===== config.mk =====
export PLATFORM = sky130hd
export DESIGN_NAME = seq_divider
export DESIGN_NICKNAME = d
export VERILOG_FILES = /design/src/rtl/seq_divider.sv
export SDC_FILE = /design/constraint.sdc
export NUM_CORES = 1
export LEC_CHECK = 0
export CELL_PAD_IN_SITES_DETAIL_PLACEMENT = 1
export CELL_PAD_IN_SITES_GLOBAL_PLACEMENT = 1
export CORE_MARGIN = 4
export CORE_UTILIZATION = 43
export DETAILED_ROUTE_END_ITERATION = 12
export PLACE_DENSITY_LB_ADDON = 0.1
export SYNTH_ARGS = -nofsm -noshare
export SYNTH_HDL_FRONTEND = slang
export SYNTH_SLANG_ARGS = --single-unit
export TNS_END_PERCENT = 50

===== constraint.sdc =====
create_clock -name clk -period 5.94 [get_ports clk]
set_input_delay 1.188 -clock clk [delete_from_list [all_inputs] [get_ports clk]]
set_output_delay 1.188 -clock clk [all_outputs]
set_load 0.01 [all_outputs]

===== src/rtl/seq_divider.sv =====
// Sequential restoring divider: unsigned DW-bit dividend by VW-bit divisor,
// one quotient bit per clock, with start/busy/done handshake.
module seq_divider #(
  parameter int DW = 8,
  parameter int VW = 4
) (
  input  logic          clk,
  input  logic          reset,
  input  logic          start,
  input  logic [DW-1:0] a,
  input  logic [VW-1:0] b,
  output logic          busy,
  output logic          done,
  output logic          div_zero,
  output logic [DW-1:0] quotient,
  output logic [VW-1:0] remainder
);

  localparam int CW = $clog2(DW + 1);

  typedef enum logic [1:0] {IDLE, CALC, DONE} state_t;

  state_t        state, state_nxt;
  logic [DW-1:0] q;
  logic [VW:0]   r;
  logic [VW-1:0] d;
  logic [CW-1:0] count;

  logic [VW+1:0]        r_shift;
  logic signed [VW+1:0] trial;
  logic [VW:0]          r_nxt;
  logic [DW-1:0]        q_nxt;
  logic                 last_iter;

  // One restoring step: shift the next dividend bit into R and try to subtract D.
  always_comb begin
    r_shift   = {r, q[DW-1]};
    trial     = $signed(r_shift) - $signed({2'b00, d});
    r_nxt     = trial[VW+1] ? r_shift[VW:0] : trial[VW:0];
    q_nxt     = {q[DW-2:0], ~trial[VW+1]};
    last_iter = (count == CW'(DW - 1));
  end

  always_comb begin
    state_nxt = state;
    unique case (state)
      IDLE: if (start) state_nxt = (b == '0) ? DONE : CALC;
      CALC: if (last_iter) state_nxt = DONE;
      DONE: state_nxt = IDLE;
      default: state_nxt = IDLE;
    endcase
  end

  always_ff @(posedge clk or negedge reset) begin
    if (!reset) state <= IDLE;
    else        state <= state_nxt;
  end

  always_ff @(posedge clk or negedge reset) begin
    if (!reset) begin
      q         <= '0;
      r         <= '0;
      d         <= '0;
      count     <= '0;
      div_zero  <= 1'b0;
      quotient  <= '0;
      remainder <= '0;
    end else begin
      unique case (state)
        IDLE: begin
          if (start) begin
            if (b != '0) begin
              q        <= a;
              r        <= '0;
              d        <= b;
              count    <= '0;
              div_zero <= 1'b0;
            end else begin
              quotient  <= '1;
              remainder <= '0;
              div_zero  <= 1'b1;
            end
          end
        end
        CALC: begin
          q     <= q_nxt;
          r     <= r_nxt;
          count <= count + CW'(1);
          if (last_iter) begin
            quotient  <= q_nxt;
            remainder <= r_nxt[VW-1:0];
          end
        end
        default: ;
      endcase
    end
  end

  assign busy = (state == CALC);
  assign done = (state == DONE);

endmodule

==> results of run 1 <==
==> per-layer routing <==
layer | part of all wire (%) | global-route usage (%)
met5 | 0 | 0
met4 | 0.22 | 2.51
met3 | 2.7 | 4.71
met2 | 51 | 29.9
met1 | 46 | 23.6
==> critical path, stage by stage (launching register included) <==
cell	delay, ns
sky130_fd_sc_hd__dfrtp_1	0.45
sky130_fd_sc_hd__nand2b_1	0.53
sky130_fd_sc_hd__inv_1	0.59
sky130_fd_sc_hd__clkdlybuf4s50_1	0.64
==> registers in the layout, indices dropped and copies added, names as in the netlist <==
register and flops:
q 8, count 4, quotient 8, remainder 4
div_zero 1, d 4, state 2, r 5
==> cell families (layout without fill, tap and decap cells) <==
family / count (synthesis) / count (layout)
flops: 36 / 36
xor+xnor: 3 / 3
simple gates: 78 / 78
mux: 5 / 5
buf+inv: 13 / 45
compound gates: 43 / 43
fa+ha+maj: 6 / 6
==> synth_stat cells, types with 2 or more instances <==
master                     number  area [um2]
sky130_fd_sc_hd__nor2b_1        2        12.5
sky130_fd_sc_hd__mux2i_1        3        30.0
sky130_fd_sc_hd__a21o_1         2        15.0
sky130_fd_sc_hd__dfrtp_1       36         901
sky130_fd_sc_hd__a21oi_1       11        55.1
sky130_fd_sc_hd__nor2_1        27         101
sky130_fd_sc_hd__inv_1          8        30.0
sky130_fd_sc_hd__ha_1           5        62.6
sky130_fd_sc_hd__o21ai_0       10        50.1
sky130_fd_sc_hd__a21o_2         2        17.5
sky130_fd_sc_hd__nand3_1        5        25.0
sky130_fd_sc_hd__xor2_1         3        26.3
sky130_fd_sc_hd__nand2b_1       2        12.5
sky130_fd_sc_hd__a31oi_1        8        50.1
sky130_fd_sc_hd__clkbuf_1       3        11.3
sky130_fd_sc_hd__nand2_1       34         128
==> final cells by class <==
type                    count  share of cell area (%)
clock buffers               7                    4.36
well taps                  50                    2.83
multi-input cells         135                    37.2
repair buffers             30                    13.5
flip-flops and latches     36                    40.8
inverters                   8                    1.36
==> per-stage QoR <==
| stage | util [%] | hold slack [ns] |
|---|---|---|
| 6_report | 55.2 | 0.490 |
| 5_1_grt | 55.2 | 0.539 |
| 4_1_cts | 55.1 | 0.500 |
| 3_5_place_dp | 52.7 | 0.484 |
| 3_3_place_gp | 52.7 | 0.461 |
| 2_1_floorplan | - | 0.448 |
==> final timing paths <==
path / from / end / slack, ns / cells past startpoint
setup / recovery: state[1]$_DFFE_PN0P_ / busy / 2.27 / 3
hold / removal: div_zero$_DFFE_PN0P_ / div_zero$_DFFE_PN0P_ / 0.49 / 2
setup reg to reg: state[1]$_DFFE_PN0P_ / remainder[2]$_DFFE_PN0P_ / 3.33 / 5
hold reg to reg: div_zero$_DFFE_PN0P_ / div_zero$_DFFE_PN0P_ / 0.49 / 2
max in group asynchronous: reset / remainder[0]$_DFFE_PN0P_ / 4.28 / 2
min in group asynchronous: reset / d[1]$_DFFE_PN0P_ / 1.32 / 2
==> power breakdown <==
group          total (mW)  internal [mW]  switching [mW]
Clock               0.186          0.103          0.0823
Combinational       0.706          0.328           0.377
Sequential          0.453          0.364          0.0886
Total                1.34          0.796           0.548
==> results.md, run 1 <==
- The core box area is 4000 um2.
- After detailed routing, the average wire length per cell comes to 15.7 um.
- The share of cells above drive strength 1 is 9.26%.
- The net count of the finished layout is 237.
- For this run, the detailed router's first-pass iteration total came to 4.
- The number of standard cells after synthesis is 184.
- After Yosys synthesis, XOR and XNOR cells account for 1.48% of the synthesized area.
- The clock latency on the worst-skew pair is 0.28 ns.
- At the end of routability-driven placement, the weighted congestion stood at 0.743.
- The count of antenna-violating nets left after detailed routing is 0.
- Counting flops with an async set or reset pin after synthesis yields a share of 100%.
- The flow ran to the end, and the final reports show no timing, DRC or antenna violations.
- The repair_antennas step left the layout with diodes totalling 0.
- The post-synthesis mux area share is 3.18%.
- The CTS clock-pin slew for the worst setup and hold paths is 0.07 ns.
- The min-delay analysis places its worst path in the category flop to flop.
- After detailed routing, the number of vias per cell comes to 5.35.
- The routed layout has 1422 vias.
- The average instance area after synthesis is 9.63 um2.
- Dividing the final minimum period by the clock period gives 61.9%.
- The static leakage is 0.981 nW.
- The buffer depth of the longest clock path is 2.
- For the final database, setup skew stands at 0.00627 ns.
- Setup violations remaining at the end of the flow were counted as 0.
- Summed over all layers, the global routing overflow is 0.
- The post-route non-filler standard cell count is 266.
- STA classifies the critical path startpoint as a flop.
- The total of hold buffers inserted after clock tree synthesis is 0.
- The combined global-route utilization of all metal layers is 17.8%.
- Synthesis produced a netlist with a net count of 205.
- The type of the worst setup path is flop to output pin.
- The clock tree from TritonCTS is built.
- The die outline height is 72.2 um.
- The register bit count reported by yosys is 36.
- The die boundary width is 72.2 um.
- The clock period minus final worst setup slack is 3.67 ns.
- Summed over all failing endpoints, the final setup total negative slack is 0 ns.
- Power spread over the standard cell area amounts to 609 nW/um2.
- The final setup slack of the worst path is 2.27 ns.
- Registers take 901 um2.
- The area of the multi-input gates is 821 um2.
- The post-CTS repair timing setup buffer count is 0.
- The dominant combinational cell family by area after synthesis is simple AND/OR/NAND/NOR gates.
- In this run, placement finished with an instance count of 259.
- The first-iteration detailed-routing DRC count is 33.
- CTS placed an instance of sky130_fd_sc_hd__clkbuf_8 at the clock tree root.
- The first global-routing pass estimated 7.26 mm of wire.
- The number of maximum-capacitance violations is 0.
- After filler insertion, the fill cell instance count of the layout stands at 454.
- Once placement finished, the instance area stood at 2110 um2.
- After detailed routing, the total wire length is 4.17 mm.
- The worst setup path is captured at an output pin.
- Summing the areas of all compound-gate instances in the mapped netlist gives 17.2% of the synthesized area.
- The number of gates given a new drive strength after cts is 0.
- The commonest non-fill, non-tap cell in the layout is sky130_fd_sc_hd__dfrtp_1.
- The most used flip-flop cell after synthesis is sky130_fd_sc_hd__dfrtp_1.
- Buffers inserted during clock tree synthesis total 5.
- The synthesized netlist devotes 19.6% of its cell area to simple gates.
- The HPWL after detailed placement is 3.16 mm.
- The via count of the first global-routing pass is 1514.
- After synthesis, the netlist uses 39 different library cells.
- The worst relative slew slack is 47.6%.
- Along the worst path, the maximum fanout reaches 22.
- Data on the critical path is required at its endpoint by 4.75 ns.
- For this design the top-level I/O count stands at 30.
- The post-synthesis to final-layout area growth is 24.6%.
- The area of the mapped netlist is 1770 um2.
- For this run, the top clock speed supported by timing is 0.272 GHz.
- The post-synthesis share of cell area spent on full adders, half adders and majority gates is 4.66%.
- The share of the Yosys chip area taken by registers is 50.8%.
- The die covers 5210 um2.
- The number of max-slew violations in the final report is 0.
- The cell row count is 23.
- For this run, the number of Yosys warnings is 0.
- The count of flip-flops with a built-in enable after synthesis is 0.
- The post-route DRC violation count is 0.
- The finished cells cover 2210 um2.
- The setup slack at placement is 2.46 ns.
- The clock net in this run drives a total of 36 sinks.
- The starting utilization of the core area is 44.3%.
- The H-tree generated during clock tree synthesis spans 2 levels.
- The number of failing hold endpoints at the final stage is 0.
- The number of antenna violations at the first check in global routing came to 0.
- The completed layout was analyzed and its total power is 1.34 mW.
- The count of buffers added on input and output ports is 29.
- The peak supply drop is 0.230 mV.
- The actual transition at the worst max-transition pin is 0.786 ns.
- Leaving out fill and tap cells, the most frequent cells in the layout are sky130_fd_sc_hd__dfrtp_1, sky130_fd_sc_hd__nand2_1, sky130_fd_sc_hd__clkdlybuf4s50_1, sky130_fd_sc_hd__nor2_1.
- The pin count of the biggest net entering global routing is 37.
- Setup repair after global routing left no endpoint under its margin.
- For the worst setup path, the data arrival time is 2.49 ns.
Power figures use the tool's default switching activity.
==> run 2, diff against run 1 <==
--- a/config.mk
+++ b/config.mk
@@ -8,7 +8,7 @@
 export CELL_PAD_IN_SITES_DETAIL_PLACEMENT = 1
 export CELL_PAD_IN_SITES_GLOBAL_PLACEMENT = 1
 export CORE_MARGIN = 4
-export CORE_UTILIZATION = 43
+export CORE_UTILIZATION = 36
 export DETAILED_ROUTE_END_ITERATION = 12
 export PLACE_DENSITY_LB_ADDON = 0.1
 export SYNTH_ARGS = -nofsm -noshare
==> constraint.sdc (replaced) <==
create_clock -name clk -period 3.1 [get_ports clk]
set_input_delay 0.62 -clock clk [delete_from_list [all_inputs] [get_ports clk]]
set_output_delay 0.62 -clock clk [all_outputs]
set_load 0.01 [all_outputs]
==> run 2 against run 1 <==
Compared with the run above:
- sequential cell count did not move
- global-route usage fell by 2.3 points
- final area rose by 0.96%
- non-clock buffer count rose by 3
- via count rose by 2.0%
- cell count rose by 7.5%
- critical path type is now input port to flop
- critical endpoint is now remainder[2]$_DFFE_PN0P_
==> results.md, run 2 (synthesis gave the netlist of run 1 again) <==
- The flow ran to the end, and the final reports show no timing, DRC or antenna violations.
- Clock tree synthesis found a total of 36 sinks.
- The floorplan has 25 rows.
- The arrival time of data at the critical path endpoint is 2.43 ns.
- The largest stage delay on the critical path is 0.44 ns.
- The utilization after layout is 46.9%.
- The share of cells above drive strength 1 is 9.59%.
- The worst clock skew is 0.00393 ns.
- The core box area is 4750 um2.
- Leaving out filler cells and counting taps, the final layout contains 286.
- In this run the post-CTS setup repair buffer count came out at 0.
- The total wire length after detailed routing is 4.33 mm.
- The number of gates given a new drive strength after cts is 0.
- For this run the aggregate overflow at the end of global routing stands at 0.
- The number of antenna violations at the first check in global routing is 0.
- The number of cells on the worst reg-to-reg path is 6.
- Timing would allow up to 0.441 GHz.
- In this run the static leakage power is 0.985 nW.
- The clock period minus final worst setup slack is 2.27 ns.
- TritonCTS built the clock tree.
- The diode insertion count for antenna repair is 0.
- The floorplan die area is 6110 um2.
- The worst-case IR drop observed on VDD is 0.413 mV.
- Headroom to the max-slew limit came out at 63.1%.
- On the critical path the largest part of the delay comes from simple AND/OR/NAND/NOR gates.
- The number of failing hold endpoints at the final stage is 0.
- The starting utilization of the core area is 37.3%.
- The largest registers in the layout are q (8), quotient (8), r (5).
- The number of buffer cells added on primary ports is 29.
- The share of total power in combinational logic is 53.9%.
- The number of top-level design ports is 30.
- The H-tree depth reported by CTS is 2.
- The maximum fanout count along the critical path is 19.
- The net count of the finished layout is 240.
- The internal portion of the total power is 1.50 mW.
- The sequential cell fraction of total power is 34.0%.
- The setup TNS after final layout is 0 ns.
- The worst hold path was traced through 2 stages.
- The slowest stage of the critical path is the sky130_fd_sc_hd__clkdlybuf4s50_1 cell.
- Setup violations remaining at the end of the flow were counted as 0.
- The setup slack at placement is 0.492 ns.
- The CTS clock-pin slew for the worst setup and hold paths is 0.07 ns.
- The path category of the worst min-delay check is flop to flop.
- Once detail routing completed, the nets flagged for antenna violations numbered 0.
- Net switching is 41.1% of the power.
- The post-synthesis to final-layout area growth is 25.8%.
- At the later pin of the worst-skew pair, clock insertion delay measures 0.28 ns.
- Per report_power, the clock group accounts for 12.1% of the total.
- The number of placed cells counting well taps is 279.
- From left edge to right edge, the die measures 78.2 um.
- Detailed routing inserted a total of 1451 vias.
- The first global-routing pass estimated 7.62 mm of wire.
- Using the TritonRoute via totals, the vias-per-cell ratio works out to 5.07.
- The library cells used most frequently in the layout, excluding fill and tap cells, are sky130_fd_sc_hd__dfrtp_1, sky130_fd_sc_hd__nand2_1, sky130_fd_sc_hd__clkdlybuf4s50_1, sky130_fd_sc_hd__nor2_1, sky130_fd_sc_hd__a21oi_1.
- The part of the cycle the worst path needs is 73.2%.
- No sink is reached through more buffers than the 2 on the longest clock path.
- The type of the worst setup path is input port to flop.
- Across all setup checks in the final design, the least slack found is 0.832 ns.
- The first-iteration detailed-routing DRC count is 29.
- Global routing used 15.5% of the available tracks across all layers.
- The die outline height is 78.2 um.
- The power per standard cell area is 1140 nW/um2.
- Setup repair after global routing left no endpoint under its margin.
- Detailed placement ended at an HPWL of 3.25 mm.
- Data on the critical path is required at its endpoint by 3.27 ns.
- The endpoint class of the critical path is a flop.
- The startpoint kind of the worst setup timing path is an input port.
- For this run, design rule violations remaining after detail routing come to 0.
- The first TritonRoute pass finished after 4 iterations.
- Walking the worst path, the cells encountered are clkdlybuf4s50_1, nor4_1, nand2_1, nand2_2, mux2_4.
- The overall power is 2.55 mW.
- The count of cell instances traversed by the critical path is 5.
- The total of hold buffers inserted after clock tree synthesis is 0.
- The via count of the first global-routing pass is 1616.
- The actual transition at the worst max-transition pin is 0.553 ns.
- The number of max-slew violations in the final report was 0.
- Routability-driven placement finished with a final weighted congestion of 0.779.
- Entering global routing, the biggest net connects 37 pins.
- The tool flagged a number of max-cap violations equal to 0.
- The average detailed-routed wire length per instance is 15.1 um.
- Summed over all nets, the switching power comes to 1.05 mW.
- Together, buffers and inverters on the worst path number 1.
- The cell sitting at the root of the clock tree is a sky130_fd_sc_hd__clkbuf_8.
- The commonest non-fill, non-tap cell in the layout is sky130_fd_sc_hd__dfrtp_1.
- The number of clock buffers added by TritonCTS is 5.
- In this run the register-to-register setup slack is 0.93 ns.
## run 2: power groups by stage
stage | combinational [mW] | sequential, mW | clock [mW]
6_report | 1.38 | 0.867 | 0.308
5_1_grt | 1.56 | 0.903 | 0.341
4_1_cts | 1.40 | 0.871 | 0.322
3_5_place_dp | 1.39 | 0.878 | 0
3_3_place_gp | 1.34 | 0.861 | 0
2_1_floorplan | 0.920 | 0.867 | 0
## run 2: worst register-to-register path: cells and delay by family, from the launching register on
kind	cells	cell delay (ns)
AO/OA/AOI/OAI	3	0.79
flip-flops	1	0.43
AND/OR/NAND/NOR	1	0.17
multiplexers	1	0.39
adder cells (fa/ha/maj)	1	0.30
## run 2: metrics by stage
stage / hold slack [ns] / instance area [um2]
after detailed placement: 0.470 / 2150
after global placement: 0.479 / 2150
final: 0.490 / 2230
after floorplan: 0.324 / 1770
after global routing: 0.509 / 2230
after CTS: 0.489 / 2230
## run 2: cell type report
| type | instances | area [um2] |
|---|---|---|
| fill | 562 | 2520 |
| multi-input combinational | 135 | 817 |
| inverter | 8 | 30.0 |
| clock inverter | 1 | 5.00 |
| timing repair buffer | 33 | 320 |
| tap | 67 | 83.8 |
| clock buffer | 6 | 72.6 |
| sequential | 36 | 901 |
## run 2: worst paths after layout
check                                      endpoint            startpoint
setup / recovery           remainder[2]$_DFFE_PN0P_                  b[1]
hold / removal                 div_zero$_DFFE_PN0P_  div_zero$_DFFE_PN0P_
setup reg to reg           remainder[0]$_DFFE_PN0P_      r[0]$_DFFE_PN0P_
hold reg to reg                div_zero$_DFFE_PN0P_  div_zero$_DFFE_PN0P_
max in group asynchronous          d[0]$_DFFE_PN0P_                 reset
min in group asynchronous          r[4]$_DFFE_PN0P_                 reset
## run 2: routing by layer
layer | global-route usage (%) | share of wire [%] | up-vias
met5 | 0 | 0 | -
met1 | 20.1 | 48 | 718
met4 | 4.72 | 1.4 | 0
li1 | - | - | 705
met3 | 3.21 | 2.5 | 6
met2 | 25.9 | 48 | 22
